===== config.mk =====
export PLATFORM = sky130hd
export DESIGN_NAME = mult_div_unit
export DESIGN_NICKNAME = d
export VERILOG_FILES = /design/src/rtl/mult_div_unit.sv
export SDC_FILE = /design/constraint.sdc
export NUM_CORES = 1
export LEC_CHECK = 0
export BUFFER_PORTS_ARGS = -buffer_cell sky130_fd_sc_hd__buf_2
export CORE_MARGIN = 3
export CORE_UTILIZATION = 50
export DETAILED_ROUTE_END_ITERATION = 16
export PLACE_DENSITY_LB_ADDON = 0.08
export SLEW_MARGIN = 20
export SYNTH_ARGS = -nofsm -noshare
export SYNTH_HDL_FRONTEND = slang
export SYNTH_SLANG_ARGS = --single-unit

===== constraint.sdc =====
create_clock -name clk -period 9.95 [get_ports clk]
set_input_delay 1.99 -clock clk [delete_from_list [all_inputs] [get_ports clk]]
set_output_delay 1.99 -clock clk [all_outputs]
set_load 0.05 [all_outputs]

===== src/rtl/mult_div_unit.sv =====
// Iterative HI/LO multiply/divide unit: radix-2 shift-add multiply and restoring
// divide over WIDTH cycles, then a sign-fix cycle that commits HI/LO.
module mult_div_unit #(
  parameter int WIDTH = 32,
  parameter int CNT_W = 6
) (
  input  logic             clk,
  input  logic             rst_n,
  input  logic             Start,
  input  logic [2:0]       Op,
  input  logic [WIDTH-1:0] OpA,
  input  logic [WIDTH-1:0] OpB,
  output logic             Busy,
  output logic             Done,
  output logic [WIDTH-1:0] HiVal,
  output logic [WIDTH-1:0] LoVal
);

  typedef enum logic [1:0] {IDLE = 2'd0, CALC = 2'd1, FIX = 2'd2} state_t;

  localparam logic [CNT_W-1:0] LAST_CNT = CNT_W'(WIDTH - 1);

  state_t               state_r, state_s;
  logic [CNT_W-1:0]     cnt_r;
  logic [2*WIDTH-1:0]   acc_r, acc_s, prod_s;
  logic [WIDTH-1:0]     dvs_r, hi_r, lo_r, hi_s, lo_s;
  logic [WIDTH-1:0]     mag_a_s, mag_b_s, rem_sub_s;
  logic [WIDTH:0]       sum_s, sh_s;
  logic                 is_div_r, neg_lo_r, neg_hi_r, busy_r, done_r;
  logic                 start_md_s, a_neg_s, b_neg_s, b_zero_s, ge_s;

  assign start_md_s = Start & (state_r == IDLE) & ~Op[2];
  assign a_neg_s    = ~Op[0] & OpA[WIDTH-1];
  assign b_neg_s    = ~Op[0] & OpB[WIDTH-1];
  assign mag_a_s    = a_neg_s ? -OpA : OpA;
  assign mag_b_s    = b_neg_s ? -OpB : OpB;
  assign b_zero_s   = (OpB == {WIDTH{1'b0}});

  assign Busy  = busy_r;
  assign Done  = done_r;
  assign HiVal = hi_r;
  assign LoVal = lo_r;

  // State register
  always_ff @(posedge clk or negedge rst_n) begin
    if (!rst_n) begin
      state_r <= IDLE;
    end else begin
      state_r <= state_s;
    end
  end

  // Next-state logic
  always_comb begin
    state_s = state_r;
    case (state_r)
      IDLE: begin
        if (start_md_s) state_s = CALC;
        else            state_s = IDLE;
      end
      CALC: begin
        if (cnt_r == LAST_CNT) state_s = FIX;
        else                   state_s = CALC;
      end
      FIX:     state_s = IDLE;
      default: state_s = IDLE;
    endcase
  end

  // One iteration step and the sign-corrected results committed in FIX
  always_comb begin
    sum_s     = {1'b0, acc_r[2*WIDTH-1:WIDTH]} + (acc_r[0] ? {1'b0, dvs_r} : {(WIDTH+1){1'b0}});
    sh_s      = {acc_r[2*WIDTH-1:WIDTH], acc_r[WIDTH-1]};
    ge_s      = (sh_s >= {1'b0, dvs_r});
    // Partial remainder stays below the divisor, so the W-bit difference is exact
    rem_sub_s = sh_s[WIDTH-1:0] - dvs_r;
    acc_s     = {sum_s, acc_r[WIDTH-1:1]};
    prod_s    = neg_lo_r ? -acc_r : acc_r;
    hi_s      = prod_s[2*WIDTH-1:WIDTH];
    lo_s      = prod_s[WIDTH-1:0];
    if (is_div_r) begin
      if (ge_s) acc_s = {rem_sub_s, acc_r[WIDTH-2:0], 1'b1};
      else      acc_s = {sh_s[WIDTH-1:0], acc_r[WIDTH-2:0], 1'b0};
      lo_s = neg_lo_r ? -acc_r[WIDTH-1:0] : acc_r[WIDTH-1:0];
      hi_s = neg_hi_r ? -acc_r[2*WIDTH-1:WIDTH] : acc_r[2*WIDTH-1:WIDTH];
    end else begin
      acc_s = {sum_s, acc_r[WIDTH-1:1]};
    end
  end

  // Datapath, HI/LO and status registers
  always_ff @(posedge clk or negedge rst_n) begin
    if (!rst_n) begin
      cnt_r    <= {CNT_W{1'b0}};
      acc_r    <= {(2*WIDTH){1'b0}};
      dvs_r    <= {WIDTH{1'b0}};
      hi_r     <= {WIDTH{1'b0}};
      lo_r     <= {WIDTH{1'b0}};
      is_div_r <= 1'b0;
      neg_lo_r <= 1'b0;
      neg_hi_r <= 1'b0;
      busy_r   <= 1'b0;
      done_r   <= 1'b0;
    end else begin
      busy_r <= (state_s != IDLE);
      done_r <= (state_r == FIX);
      case (state_r)
        IDLE: begin
          if (start_md_s) begin
            acc_r    <= {{WIDTH{1'b0}}, mag_a_s};
            dvs_r    <= mag_b_s;
            cnt_r    <= {CNT_W{1'b0}};
            is_div_r <= Op[1];
            // Divide by zero keeps an all-ones quotient; remainder negation restores raw OpA
            neg_lo_r <= (a_neg_s ^ b_neg_s) & ~(Op[1] & b_zero_s);
            neg_hi_r <= a_neg_s & Op[1];
          end else if (Start && (Op == 3'b100)) begin
            hi_r <= OpA;
          end else if (Start && (Op == 3'b101)) begin
            lo_r <= OpA;
          end else begin
            cnt_r <= cnt_r;
          end
        end
        CALC: begin
          acc_r <= acc_s;
          cnt_r <= cnt_r + CNT_W'(1);
        end
        FIX: begin
          hi_r <= hi_s;
          lo_r <= lo_s;
        end
        default: begin
          cnt_r <= {CNT_W{1'b0}};
        end
      endcase
    end
  end

endmodule


# Word level (Yosys, flattened, before mapping)
# Index checks and enable logic that the tools add are counted.
[word_totals] in_bits=70 ram_bits=0 word_cells=78 latch_bits=0 regBits=173 rom_bits=0 output_inout_bits=66 memories=0
[classes] bitwise_logic=12 order_cmp=1 multipliers=0 mux=24 n_eq_ne=10 n_reduce_logical=12 n_div=0 n_shift=0 addsub=8
[ops] cell="$mux W32" n=12
[ops] cell="$mux W64" n=4
[ops] cell="$neg A32 Y32" n=4
[ops] cell="$pmux W32 S2" n=2
[ops] cell="$pmux W64 S2" n=1
[ops] cell="$neg A64 Y64" n=1
[ops] cell="$add A32 B32 Y33" n=1
[ops] cell="$ge A33 B32 Y1" n=1
[ops] cell="$logic_not A32 Y1" n=1
[ops] cell="$sub A32 B32 Y32" n=1
[ops] cell="$pmux W6 S3" n=1
[ops] cell="$and A1 B1 Y1" n=7
[ops] cell="$add A6 B1 Y6 const B" n=1
[ops] cell="$eq A3 B3 Y1 const B" n=2
[ops] cell="$eq A6 B5 Y1 const B" n=1
[ops] cell="$mux W6" n=1
[ops] cell="$ne A2 B2 Y1 const B" n=3
[ops] cell="$reduce_and A2 Y1" n=3
[ops] cell="$reduce_bool A2 Y1" n=3
[ops] cell="$ne A2 B1 Y1 const B" n=2
[ops] cell="$not A1 Y1" n=4
[ops] cell="$pmux W2 S2" n=1
[ops] cell="$reduce_and A4 Y1" n=1
[ops] cell="$reduce_and A3 Y1" n=1
[ops] cell="7 further kinds" n=8

# Depth between registers and ports, before layout
# Gate-level depths: netlist of the first run.
[logic_depth] depth_word=6 mapped_depth=14

# Worst setup path before layout of the first run
# OpenSTA, ideal clock, no wires.
[synth_path] kind="input-to-reg" start="input port OpA[9]" end="register acc_r[26]" setup_time_ns=0.134 arrival_time_ns=4.043 path_slack_ns=5.773 stages=9 path_cell_list="or4_1 > or3_1 > or3b_1 > nor4_4 > a21oi_1 > xnor2_1 > nand2_1 > o211ai_1 > o21ai_0"
[synth_via] elab_chain_len=4
[synth_rtl] item="start, declared" line_no="11" text="input logic [WIDTH-1:0] OpA,"
[synth_rtl] item="$neg A32 Y32" line_no="35" text="assign mag_a_s = a_neg_s ? -OpA : OpA;"
[synth_rtl] item="$mux W32" line_no="35"
[synth_rtl] item="$mux W64" line_no="109" text="if (start_md_s) begin"
[synth_rtl] item="$pmux W64 S2" line_no="107" text="case (state_r)"
[synth_rtl] item="end signal, assigned" line_no="95" text="acc_r <= {(2*WIDTH){1'b0}};"
[synth_rtl] item="end signal, assigned" line_no="110" text="acc_r <= {{WIDTH{1'b0}}, mag_a_s};"
[synth_rtl] item="end signal, assigned" line_no="126" text="acc_r <= acc_s;"
[synth_rtl] item="end, declared" line_no="25" text="logic [2*WIDTH-1:0] acc_r, acc_s, prod_s;"
# No other way between the ends. The select of a mux whose other input is x is not followed.
# A chain may end at the register's enable or synchronous reset.

# Worst setup path in the final report of the first run
[layout_path] start="input port OpA[3]" end="register acc_r[26]"
# Same word-level chain as after synthesis.

==> impl_metrics.json, run 1 <==
{
  "synthTopCellsByCount": "nand2_1 (198), o21ai_0 (192), dfrtp_1 (173), a21oi_1 (159), nor2_1 (149)",
  "postCtsSetupBuffers": 0,
  "worstPathRequired_ps": 10250,
  "dieArea_sq_um": 30800,
  "arrival_ps": 4550,
  "critPathCaptureType": "flop",
  "min_path_type": "reg -> reg",
  "dr.pass1.iters": 5,
  "slowest_delay_ps": 570,
  "reg2reg_depth": 10,
  "hp-start": "LoVal[11]$_DFFE_PN0P_",
  "hold_violations": 0,
  "viasPerCell": 6.19,
  "hpwl_mm": 36.8,
  "clockBufferDepth": 2,
  "synth_ff_type": "dfrtp_1",
  "p_total_uw": 5530,
  "slew_violations": 0,
  "power_density_nw_per_um2": 349,
  "postRouteAntennaNets": 0,
  "die_y_um": 175,
  "insertion_delay_ps": 450,
  "setup_viol": 0,
  "reg2reg_to": "HiVal[4]$_DFFE_PN0P_",
  "drt_iter0_drc": 1317,
  "grt_max_degree": 102,
  "clockRootBuffer": "clkbuf_16",
  "fp.dieW_um": 175,
  "finClkSkew_ps": 16.2,
  "antenna_found_initial": 0,
  "grt_pass1_wl_mm": 75.7,
  "synth_top_area_frac": 0.301,
  "fin_nets": 2030,
  "syn_to_final_growth_pct": 10.5,
  "cts_sinks": 173,
  "numPortBuffers": 135,
  "grt_pass1_vias": 13200,
  "vias": 14100,
  "finalCritPeriodShare": 0.428,
  "cts_tree": "built",
  "r2r_start": "acc_r[0]$_DFFE_PN0P_",
  "synth_area_sq_um": 14400,
  "drv_cap": 0,
  "crit_path_cell_trace": "buf_2 > or4_1 > nor3_1 > or3b_1 > nor4_4 > a21oi_1 > xnor2_1 > nand2_1 > o211ai_1 > o21ai_0",
  "grtUsageTotal": 0.312,
  "hold_buffers": 0,
  "postSynthCellCount": 1818,
  "core_area_sq_um": 28000,
  "synthTopCellsByArea": "dfrtp_1 (30%), o21ai_0 (6.7%), ha_1 (6.0%)",
  "slowest_stage": "or4_1",
  "reg2reg_slack_ps": 5780,
  "cp-start-kind": "input port",
  "p_leak_uw": 0.00687,
  "cts-resized-gates": 0,
  "rows": 61,
  "min_to": "LoVal[11]$_DFFE_PN0P_",
  "min_period_ps": 4260,
  "vdd_ir_drop_max_v": 0.000127,
  "yosys_warnings": 0,
  "drcViolationCount": 0,
  "crit_type": "in -> reg",
  "holdPathStages": 2,
  "critPathMaxFanout": 6,
  "initial_core_util": 0.513,
  "synth_top_area_cell": "dfrtp_1",
  "wl_per_cell_um": 21.3,
  "fmax_mhz": 235,
  "tightest_slew_ps": 1190,
  "syn_area_per_cell_sq_um": 7.90,
  "synth-seq-area-share": 0.301,
  "wirelength_mm": 48.5,
  "rsz0062_at_grt": "false",
  "io_pins": 136,
  "final.setup.tns_ps": 0,
  "htree_levels": 4,
  "synth_nets": 1959,
  "overflow": 0,
  "drive_gt1_frac": 0.115,
  "status": "finished clean",
  "synth_edf_count": 0,
  "synth.most_common_cell": "nand2_1",
  "synth_seq_cells": 173,
  "max_slew_margin": 0.205,
  "gp_congestion": 0.964,
  "clk_pin_slew_ps": 80,
  "netlist-cell-type-count": 77,
  "fill_cells": 2734,
  "synthArstFlopShare": 1.00,
  "numCtsBuffers": 17
}
[cell families after synthesis]
logic type	synth area share
adder cells (fa/ha/maj)	0.0629
XOR/XNOR	0.100
multiplexers	0.0301
buffers and inverters	0.0457
AO/OA/AOI/OAI	0.269
flip-flops	0.301
AND/OR/NAND/NOR	0.191
[worst max-delay path: cells and delay by family]
| kind | cells | cell delay [ps] |
|---|---|---|
| AO/OA/AOI/OAI | 3 | 350 |
| XOR/XNOR | 1 | 190 |
| buffers and inverters | 1 | 140 |
| AND/OR/NAND/NOR | 5 | 1880 |
[how the worst max path moves through the flow]
stage                       from               endpoint  slack, ps  cells past startpoint
after detailed placement  OpA[3]  acc_r[26]$_DFFE_PN0P_       5310                     10
final                     OpA[3]  acc_r[26]$_DFFE_PN0P_       5690                     10
after floorplan           OpA[9]  acc_r[26]$_DFFE_PN0P_       5770                      9
after CTS                 OpA[3]  acc_r[26]$_DFFE_PN0P_       5750                     10
after global placement    OpA[3]  acc_r[28]$_DFFE_PN0P_       5330                     10
after global routing      OpA[3]  acc_r[26]$_DFFE_PN0P_       5460                     10
[final cells by class]
class                      instances  area, sq um  area share
multi-input combinational       1472         9390       0.592
timing repair buffer             153          817      0.0515
tap                              378          473      0.0298
antenna                            2         5.00    0.000315
clock inverter                    14          153     0.00962
inverter                          72          270      0.0170
clock buffer                      17          425      0.0268
sequential                       173         4330       0.273
[metrics by stage]
stage | std cells | utilization | setup slack (ps) | hold slack, ps | cell area [sq um]
after floorplan | 1818 | - | 5770 | 442 | 14400
after global placement | 2248 | 0.546 | 5330 | 457 | 15300
after detailed placement | 2248 | 0.546 | 5310 | 461 | 15300
after CTS | 2279 | 0.566 | 5750 | 478 | 15900
after global routing | 2279 | 0.566 | 5460 | 496 | 15900
final | 2281 | 0.566 | 5690 | 475 | 15900
[flip-flops by register name, summed over array words and instances, names as in the netlist]
register  flops
neg_hi_r      1
neg_lo_r      1
acc_r        64
cnt_r         6
Done          1
dvs_r        32
Busy          1
is_div_r      1
state_r       2
LoVal        32
HiVal        32
[where the power goes]
group	internal (uW)	total, uW	switching, uW
Sequential	993	1460	465
Combinational	1260	3400	2150
Clock	334	671	337
Total	2580	5530	2950
[metal layers]
| layer | up-vias | routed length (um) | track usage |
|---|---|---|---|
| li1 | 6743 | - | - |
| met1 | 6634 | 20600 | 0.414 |
| met2 | 638 | 22800 | 0.528 |
| met3 | 106 | 3340 | 0.0322 |
| met4 | 0 | 1830 | 0.118 |
| met5 | - | 0 | 0 |
[layout by cell type (no fill, tap or decap), types with 18 or more instances in the layout]
master	Yosys	routed
buf_2	5	134
buf_4	0	18
nor3_1	34	34
nand2_1	198	198
and3_1	20	20
xor2_1	72	72
o21ai_0	192	192
a21o_1	35	35
nor2_1	149	148
o211ai_1	45	45
a211oi_1	20	20
dfrtp_1	173	172
mux2i_1	42	42
nand3_1	32	32
a31oi_1	26	26
o31ai_1	29	29
inv_1	71	71
xnor2_1	92	92
a21oi_1	159	159
ha_1	69	69
or3_1	25	25
Power figures use the tool's default switching activity.
==> inputs of run 2 (changes only) <==
Clock period 9.95 ns to 3.9 ns, I/O delays scaled along.
==> run 2 against run 1 <==
Net effect: count of clock-buffer cells in the layout rose by 1; first-iteration DRC count up 4.0%; non-clock buffer count rose by 47; sequential share of layout area shrank 0.64 points; clock power grew to 2.7 times the previous value; power increased to 2.6 times the previous value.
==> impl_metrics.json, run 2 (synthesized netlist as in run 1, its figures left out) <==
{
  "p_seq_frac": 0.231,
  "rsz0062_at_grt": "false",
  "syn_to_final_growth_pct": 13.2,
  "die_y_um": 175,
  "largest_reg_flops": 64,
  "cts_sinks": 173,
  "grtUsageMet3": 0.0422,
  "clockBufferDepth": 2,
  "core_area_sq_um": 28000,
  "numCtsBuffers": 17,
  "finClkSkew_ps": 21.7,
  "p_int_uw": 6900,
  "reg2reg_depth": 13,
  "overflow": 0,
  "insertion_delay_ps": 450,
  "hold_ws_ps": 421,
  "clk_pin_slew_ps": 80,
  "top_usage_layer": "met2",
  "vias": 14400,
  "antenna_found_initial": 0,
  "finalCritPeriodShare": 0.950,
  "hold_violations": 0,
  "hpwl_mm": 39.0,
  "crit_type": "reg -> reg",
  "largest_register": "acc_r",
  "postRouteAntennaNets": 0,
  "power_switching_uw": 7750,
  "final.setup.tns_ps": 0,
  "use_met2": 0.552,
  "crit_path_cell_trace": "inv_1 > buf_4 > nor2_1 > ha_1 > a21o_1 > a211o_1 > o21bai_1 > a211o_1 > a21oi_2 > o31ai_2 > a21oi_1 > or4_1 > a32o_1",
  "min_path_type": "in -> async",
  "finalNonFillerCells": 2328,
  "gp_congestion": 0.973,
  "dr.pass1.iters": 6,
  "place_ws_ps": 250,
  "status": "finished clean",
  "grt_pass1_wl_mm": 79.5,
  "met1_usage": 0.435,
  "slew_violations": 0,
  "reg2reg_slack_ps": 200,
  "fin_nets": 2077,
  "grt_max_degree": 86,
  "switching_share": 0.529,
  "arrival_ps": 4030,
  "slowest_stage": "dfrtp_1",
  "tightest_slew_ps": 926,
  "clockRootBuffer": "clkbuf_16",
  "drive_gt1_frac": 0.138,
  "postPlaceCellArea_sq_um": 15700,
  "p_comb_frac": 0.648,
  "cp_common_cell": "a211o_1",
  "grtUsageTotal": 0.328,
  "cts_tree": "built",
  "mostFrequentLayoutCell": "nand2_1",
  "critPathMaxFanout": 12,
  "wirelength_mm": 50.8,
  "layout_common_cells": "nand2_1 (198), o21ai_0 (191), dfrtp_1 (172), a21oi_1 (159), nor2_1 (148)",
  "dieArea_sq_um": 30800,
  "worstPathRequired_ps": 4230,
  "finalWorstSetupSlack_ps": 195,
  "wl_per_cell_um": 21.8,
  "cp.buffers_inverters": 2,
  "fmax_mhz": 270,
  "clkPwrFrac": 0.121,
  "slowest_delay_ps": 450,
  "max_slew_margin": 0.380,
  "postCtsSetupBuffers": 0,
  "drt_iter0_drc": 1370,
  "initial_core_util": 0.513,
  "min_period_ps": 3700,
  "io_pins": 136,
  "p_leak_uw": 0.00711,
  "drcViolationCount": 0,
  "place_inst": 2295,
  "critPathCaptureType": "flop",
  "power_density_nw_per_um2": 901,
  "viasPerCell": 6.18,
  "path_delay_family": "compound AO/OA/AOI/OAI gates",
  "grt_pass1_vias": 13700,
  "setup_viol": 0,
  "reg2reg_to": "acc_r[63]$_DFFE_PN0P_",
  "htree_levels": 4,
  "vdd_ir_drop_max_v": 0.000363,
  "numPortBuffers": 135,
  "drv_cap": 0,
  "final_area_sq_um": 16200,
  "rows": 61,
  "r2r_start": "acc_r[0]$_DFFE_PN0P_",
  "fill_cells": 2707,
  "fp.dieW_um": 175,
  "cp-start-kind": "flop"
}
==> run 2: cell types whose count changed in the layout (fill, tap and decap cells not counted), sizes merged <==
cell	previous run	this run
buf	153	200
inv	78	80
clkbuf	17	18
clkinv	6	5
clkinvlp	2	1
diode	2	1
==> run 2: how the worst max path moves through the flow <==
stage / cells past startpoint / start / slack, ps / to
2_1_floorplan: 13 / acc_r[0]$_DFFE_PN0P_ / 490 / acc_r[63]$_DFFE_PN0P_
3_3_place_gp: 13 / acc_r[0]$_DFFE_PN0P_ / 380 / acc_r[63]$_DFFE_PN0P_
3_5_place_dp: 13 / acc_r[0]$_DFFE_PN0P_ / 250 / acc_r[60]$_DFFE_PN0P_
4_1_cts: 13 / acc_r[0]$_DFFE_PN0P_ / 180 / acc_r[60]$_DFFE_PN0P_
5_1_grt: 13 / acc_r[0]$_DFFE_PN0P_ / 0.3 / acc_r[63]$_DFFE_PN0P_
6_report: 13 / acc_r[0]$_DFFE_PN0P_ / 200 / acc_r[63]$_DFFE_PN0P_
==> run 2: cell type report <==
| cell class | count | area [sq um] | area share |
|---|---|---|---|
| Antenna cell | 1 | 2.50 | 0.000154 |
| Clock buffer | 18 | 439 | 0.0270 |
| Tap cell | 378 | 473 | 0.0291 |
| Clock inverter | 14 | 143 | 0.00878 |
| Multi-Input combinational cell | 1472 | 9400 | 0.578 |
| Sequential cell | 173 | 4330 | 0.266 |
| Timing Repair Buffer | 200 | 1190 | 0.0735 |
| Inverter | 72 | 270 | 0.0166 |
==> run 2: power groups by stage <==
| stage | Combinational (uW) | Sequential (uW) | Clock [uW] |
|---|---|---|---|
| final | 9480 | 3390 | 1780 |
| after global routing | 10300 | 3490 | 1850 |
| after CTS | 9360 | 3360 | 1790 |
| after detailed placement | 9320 | 3390 | 0 |
| after global placement | 9290 | 3370 | 0 |
| after floorplan | 5620 | 4210 | 0 |
==> run 2: what timing repair did <==
item / in CTS / in global routing
hold endpoints to repair: 0 / 0
hold buffers: 0 / 0
setup endpoints to repair: 0 / 4
resized for setup: 0 / 2
==> run 2: routing by layer <==
metal  part of all wire  vias to the layer above
met5                  0                        -
met4              0.038                        0
met1               0.42                     6802
met3              0.070                      103
li1                   -                     6830
met2               0.47                      657
==> run 2: metrics by stage <==
| stage | util | power [uW] |
|---|---|---|
| floorplan | - | 9830 |
| global placement | 0.559 | 12700 |
| detailed placement | 0.559 | 12700 |
| CTS | 0.580 | 14500 |
| global route | 0.580 | 15700 |
| finish | 0.580 | 14600 |
